===== src/rtl/fetch_stage.sv =====
// Instruction fetch stage for the RV64 core.
// Owns the PC, presents it to the instruction memory, and registers the
// returned word (or a fetch exception) into the IF/ID packet for decode.
// After a fetch exception, fetching stops until a trap redirects the PC.
module fetch_stage #(
  parameter logic [63:0] RESET_PC  = 64'h0000_0000_8000_0000,
  parameter logic [31:0] NOP_INSTR = 32'h0000_0013
) (
  input  logic        clk,
  input  logic        rst,
  output logic [63:0] pc_addr,
  input  logic [31:0] instruction,
  input  logic        imem_exc_en,
  input  logic [3:0]  imem_exc_code,
  input  logic [63:0] imem_exc_val,
  input  logic        redirect_en,
  input  logic [63:0] redirect_pc,
  input  logic        trap_en,
  input  logic [63:0] trap_pc,
  input  logic        id_ready,
  output logic        id_valid,
  output logic [63:0] id_pc,
  output logic [31:0] id_instr,
  output logic        id_exc_en,
  output logic [3:0]  id_exc_code,
  output logic [63:0] id_exc_val
);

  // state       | meaning
  // ST_RUN      | normal fetch, one packet per accepted cycle
  // ST_FAULT_WAIT | faulting packet issued; fetch frozen until trap_en
  localparam logic [0:0] ST_RUN        = 1'b0;
  localparam logic [0:0] ST_FAULT_WAIT = 1'b1;

  localparam logic [3:0] CODE_MISALIGNED = 4'd0;

  logic [0:0]  state, state_nxt;
  logic [63:0] pc, pc_nxt;
  logic        valid_nxt;
  logic [63:0] id_pc_nxt;
  logic [31:0] id_instr_nxt;
  logic        id_exc_en_nxt;
  logic [3:0]  id_exc_code_nxt;
  logic [63:0] id_exc_val_nxt;

  logic        running;
  logic        adv;
  logic        flush;
  logic [63:0] flush_pc;
  logic        misaligned;
  logic        fetch_fault;
  logic [3:0]  fault_code;
  logic [63:0] fault_val;

  assign pc_addr = pc;

  // Decode of the current cycle's control conditions.
  always_comb begin
    running     = (state == ST_RUN);
    adv         = running && (!id_valid || id_ready);
    // Redirects are meaningless while frozen on a fault; only a trap exits.
    flush       = trap_en || (redirect_en && running);
    flush_pc    = trap_en ? trap_pc : redirect_pc;
    misaligned  = (pc[1:0] != 2'b00);
    fetch_fault = misaligned || imem_exc_en;
    // Misalignment is detected locally and outranks any memory fault.
    fault_code  = misaligned ? CODE_MISALIGNED : imem_exc_code;
    fault_val   = misaligned ? pc : imem_exc_val;
  end

  // Next-state selection in priority order: flush, advance, hold.
  always_comb begin
    state_nxt       = state;
    pc_nxt          = pc;
    valid_nxt       = id_valid;
    id_pc_nxt       = id_pc;
    id_instr_nxt    = id_instr;
    id_exc_en_nxt   = id_exc_en;
    id_exc_code_nxt = id_exc_code;
    id_exc_val_nxt  = id_exc_val;

    if (flush) begin
      pc_nxt        = flush_pc;
      valid_nxt     = 1'b0;
      id_instr_nxt  = NOP_INSTR;
      id_exc_en_nxt = 1'b0;
      state_nxt     = ST_RUN;
    end else if (adv) begin
      valid_nxt = 1'b1;
      id_pc_nxt = pc;
      if (fetch_fault) begin
        id_instr_nxt    = NOP_INSTR;
        id_exc_en_nxt   = 1'b1;
        id_exc_code_nxt = fault_code;
        id_exc_val_nxt  = fault_val;
        state_nxt       = ST_FAULT_WAIT;
      end else begin
        id_instr_nxt    = instruction;
        id_exc_en_nxt   = 1'b0;
        id_exc_code_nxt = 4'd0;
        id_exc_val_nxt  = 64'd0;
        pc_nxt          = pc + 64'd4;
      end
    end else if (!running && id_valid && id_ready) begin
      // Faulting packet consumed; stay frozen with no packet outstanding.
      valid_nxt = 1'b0;
    end
  end

  // State, PC and IF/ID packet registers with synchronous reset.
  always_ff @(posedge clk) begin
    if (rst) begin
      state       <= ST_RUN;
      pc          <= RESET_PC;
      id_valid    <= 1'b0;
      id_pc       <= 64'd0;
      id_instr    <= NOP_INSTR;
      id_exc_en   <= 1'b0;
      id_exc_code <= 4'd0;
      id_exc_val  <= 64'd0;
    end else begin
      state       <= state_nxt;
      pc          <= pc_nxt;
      id_valid    <= valid_nxt;
      id_pc       <= id_pc_nxt;
      id_instr    <= id_instr_nxt;
      id_exc_en   <= id_exc_en_nxt;
      id_exc_code <= id_exc_code_nxt;
      id_exc_val  <= id_exc_val_nxt;
    end
  end

endmodule


===== config.mk =====
export PLATFORM = sky130hd
export DESIGN_NAME = fetch_stage
export DESIGN_NICKNAME = d
export VERILOG_FILES = /design/src/rtl/fetch_stage.sv
export SDC_FILE = /design/constraint.sdc
export NUM_CORES = 1
export LEC_CHECK = 0
export CORE_MARGIN = 2
export CORE_UTILIZATION = 36
export DETAILED_ROUTE_END_ITERATION = 10
export GPL_TIMING_DRIVEN = 0
export PLACE_DENSITY_LB_ADDON = 0.3
export SLEW_MARGIN = 5
export SYNTH_ARGS = -nofsm -noshare
export SYNTH_HDL_FRONTEND = slang
export SYNTH_SLANG_ARGS = --single-unit

===== constraint.sdc =====
create_clock -name clk -period 2.4 [get_ports clk]
set_input_delay 0.72 -clock clk [delete_from_list [all_inputs] [get_ports clk]]
set_output_delay 0.72 -clock clk [all_outputs]
set_load 0.005 [all_outputs]

==> reports/qor.csv <==
metric;value;unit
grt.met3_usage;9.25;%
io_buffer_count;460;
worstSetupEndpointType;output port;
placedCellCount;2281;
syn_avg_cell_area;7.65;µm²
clockRootBuffer;clkbuf_16;
drc;0;
gr-max-usage-layer;met2;
fin_util;58.6;%
clock_latency;0.55;ns
ys_seq_elements;231;
via_per_inst;5.74;
finalSetupViolCount;0;
antenna_found_initial;5;
max-cap-violations;0;
htreeDepth;1;
cts_buffers;27;
worstSetupPathType;reg2out;
totalWireLength;57.1;mm
hold_viol_final;0;
overflow;0;
synth.net_count;1666;
hp-class;reg2reg;
clkSinkCount;231;
yosysWarningCount;0;
crit_required;1.68;ns
critPathLaunchType;register;
placed_cell_area;0.0160;mm²
cp_slowest_stage_delay;0.58;ns
fp.dieW;178;µm
rsz0062_at_grt;true;
hpwlAfterDp;43.5;mm
cts_tree;done;
track_usage;34.5;%
drive_gt1_share;11.3;%
crit_buf_inv;1;
initial_utilization;36.7;%
syn2layout_area_growth;59.5;%
grtUsageMet2;57.8;%
gp_congestion;0.935;
first_pass_iters;8;
final.fill_count;2787;
synth_area_leaders;dfxtp_1 (42%), nand2_1 (9.4%), nor2_1 (6.2%), a21oi_1 (5.9%), a311oi_1 (5.4%);
fmax;418;MHz
multiInputGateArea;0.00587;mm²
finalPower;10.8;mW
drt-initial-drc-count;1370;
worst_path_dominant_cell_family;buffers and inverters;
synth_cells;1431;
core_area;0.0298;mm²
crit_chain;clkdlybuf4s50_1;
syn_area;0.0109;mm²
nets;2169;
grt_pass1_vias;12900;
use_met1;42.4;%
synth.top_cell.area_share;42.3;%
synthArstFlopShare;0;%
ff2ff_path_depth;7;
period_share;99.7;%
seq_area;0.00469;mm²
min_period;2.39;ns
io_pins;464;
path_depth;1;
fp.dieH;178;µm
drv_slew;0;
hold_depth;2;
power.leakage;6.09;nW
fin_setup_tns;0;ns
power.density;621;mW/mm²
final_area;0.0175;mm²
grt_pass1_wl;81.9;mm
synth_ff_type;dfxtp_1;
ir_drop;0.391;mV
ys_seq_area_share;42.3;%
r2r_slack;0.05;ns
synth_cell_type_count;65;
crit_arrival;1.67;ns
grt_max_degree;14;
die_area;0.0318;mm²
stdcell_count;2348;
synth_edf_count;0;
clk_pin_slew;0.06;ns
wire_per_inst;24.3;µm
cp_max_fo;6;
cts_hold_buf;0;
slew_headroom;35.6;%
num_rows;63;
clockBufferDepth;3;
mostFrequentLayoutCells;clkdlybuf4s50_1 (460), nand2_1 (271), dfxtp_1 (188);
status;finished, final reports clean;
yosysTopAreaCell;dfxtp_1;
final_common_cell;clkdlybuf4s50_1;
worst_slew_pin_slew;0.967;ns
critPathSlowestCell;clkdlybuf4s50_1;
clock_skew;0.00812;ns
num_vias;13500;
antenna_left;0;
## synth_stat cells (all sizes together) (14+ instances only)
cell type / count
clkbuf: 98
a22oi: 29
nor4: 14
a311oi: 67
o21ai: 29
buf: 36
nor2: 183
xnor2: 27
nand2: 274
nand3: 97
a21oi: 128
dfxtp: 231
a211oi: 18
nor3: 20
nand4: 41
## registers in the layout (all words and copies together) (netlist names)
| signal | cells |
|---|---|
| id_exc_code | 4 |
| id_exc_en | 1 |
| id_exc_val | 64 |
| id_instr | 32 |
| id_pc | 64 |
| id_valid | 1 |
| pc_addr | 64 |
| state | 1 |
## layer usage
layer | wire length, µm | up-vias
li1 | - | 6084
met1 | 21700 | 6438
met2 | 26700 | 811
met3 | 6290 | 149
met4 | 2360 | 0
met5 | 0 | -
## path summary, 6_finish.rpt
check / startpoint / end
worst min register to register: id_pc[50]$_SDFFE_PP0P_ / id_pc[50]$_SDFFE_PP0P_
worst max-delay path: pc_addr[22]$_SDFFE_PP0P_ / pc_addr[22]
worst min-delay path: id_pc[50]$_SDFFE_PP0P_ / id_pc[50]$_SDFFE_PP0P_
worst max register to register: pc_addr[3]$_SDFFE_PP0P_ / pc_addr[32]$_SDFFE_PP0P_
## cell type report
cell class | count | area share [%]
Multi-Input combinational cell | 1054 | 33.6
Tap cell | 390 | 2.80
Sequential cell | 231 | 26.8
Timing Repair Buffer | 475 | 27.1
Buffer | 135 | 3.96
Clock inverter | 12 | 0.968
Antenna cell | 4 | 0.0573
Inverter | 10 | 0.215
Clock buffer | 37 | 4.43
## where the power goes
group | total (mW) | internal [mW] | switching, mW
sequential | 4.33 | 4.06 | 0.276
clock | 4.42 | 2.68 | 1.74
combinational | 2.09 | 1.05 | 1.05
## cell families (layout without fill, tap and decap cells)
family	after synthesis	count (layout)	synth area share, %
other cells	0	4	0
simple gates	683	683	28.6
compound gates	328	328	19.9
buf+inv	146	669	5.75
flops	231	231	42.3
xor+xnor	36	36	2.88
mux	6	6	0.549
fa+ha+maj	1	1	0.114
## through the flow
step                      worst slack [ns]  hold slack (ns)
final                              0.00651            0.454
after global routing               -0.0595            0.470
after CTS                          -0.0257            0.454
after detailed placement             -1.67            0.446
after global placement               -1.63            0.441
after floorplan                     0.0192            0.448
## what timing repair did
item	4_1_cts	5_1_grt
endpoints found under the setup margin	250	192
buffers inserted	7	8
cloned	0	0
gates resized for setup	92	58
pin swaps	9	10
Power figures use the tool's default switching activity.
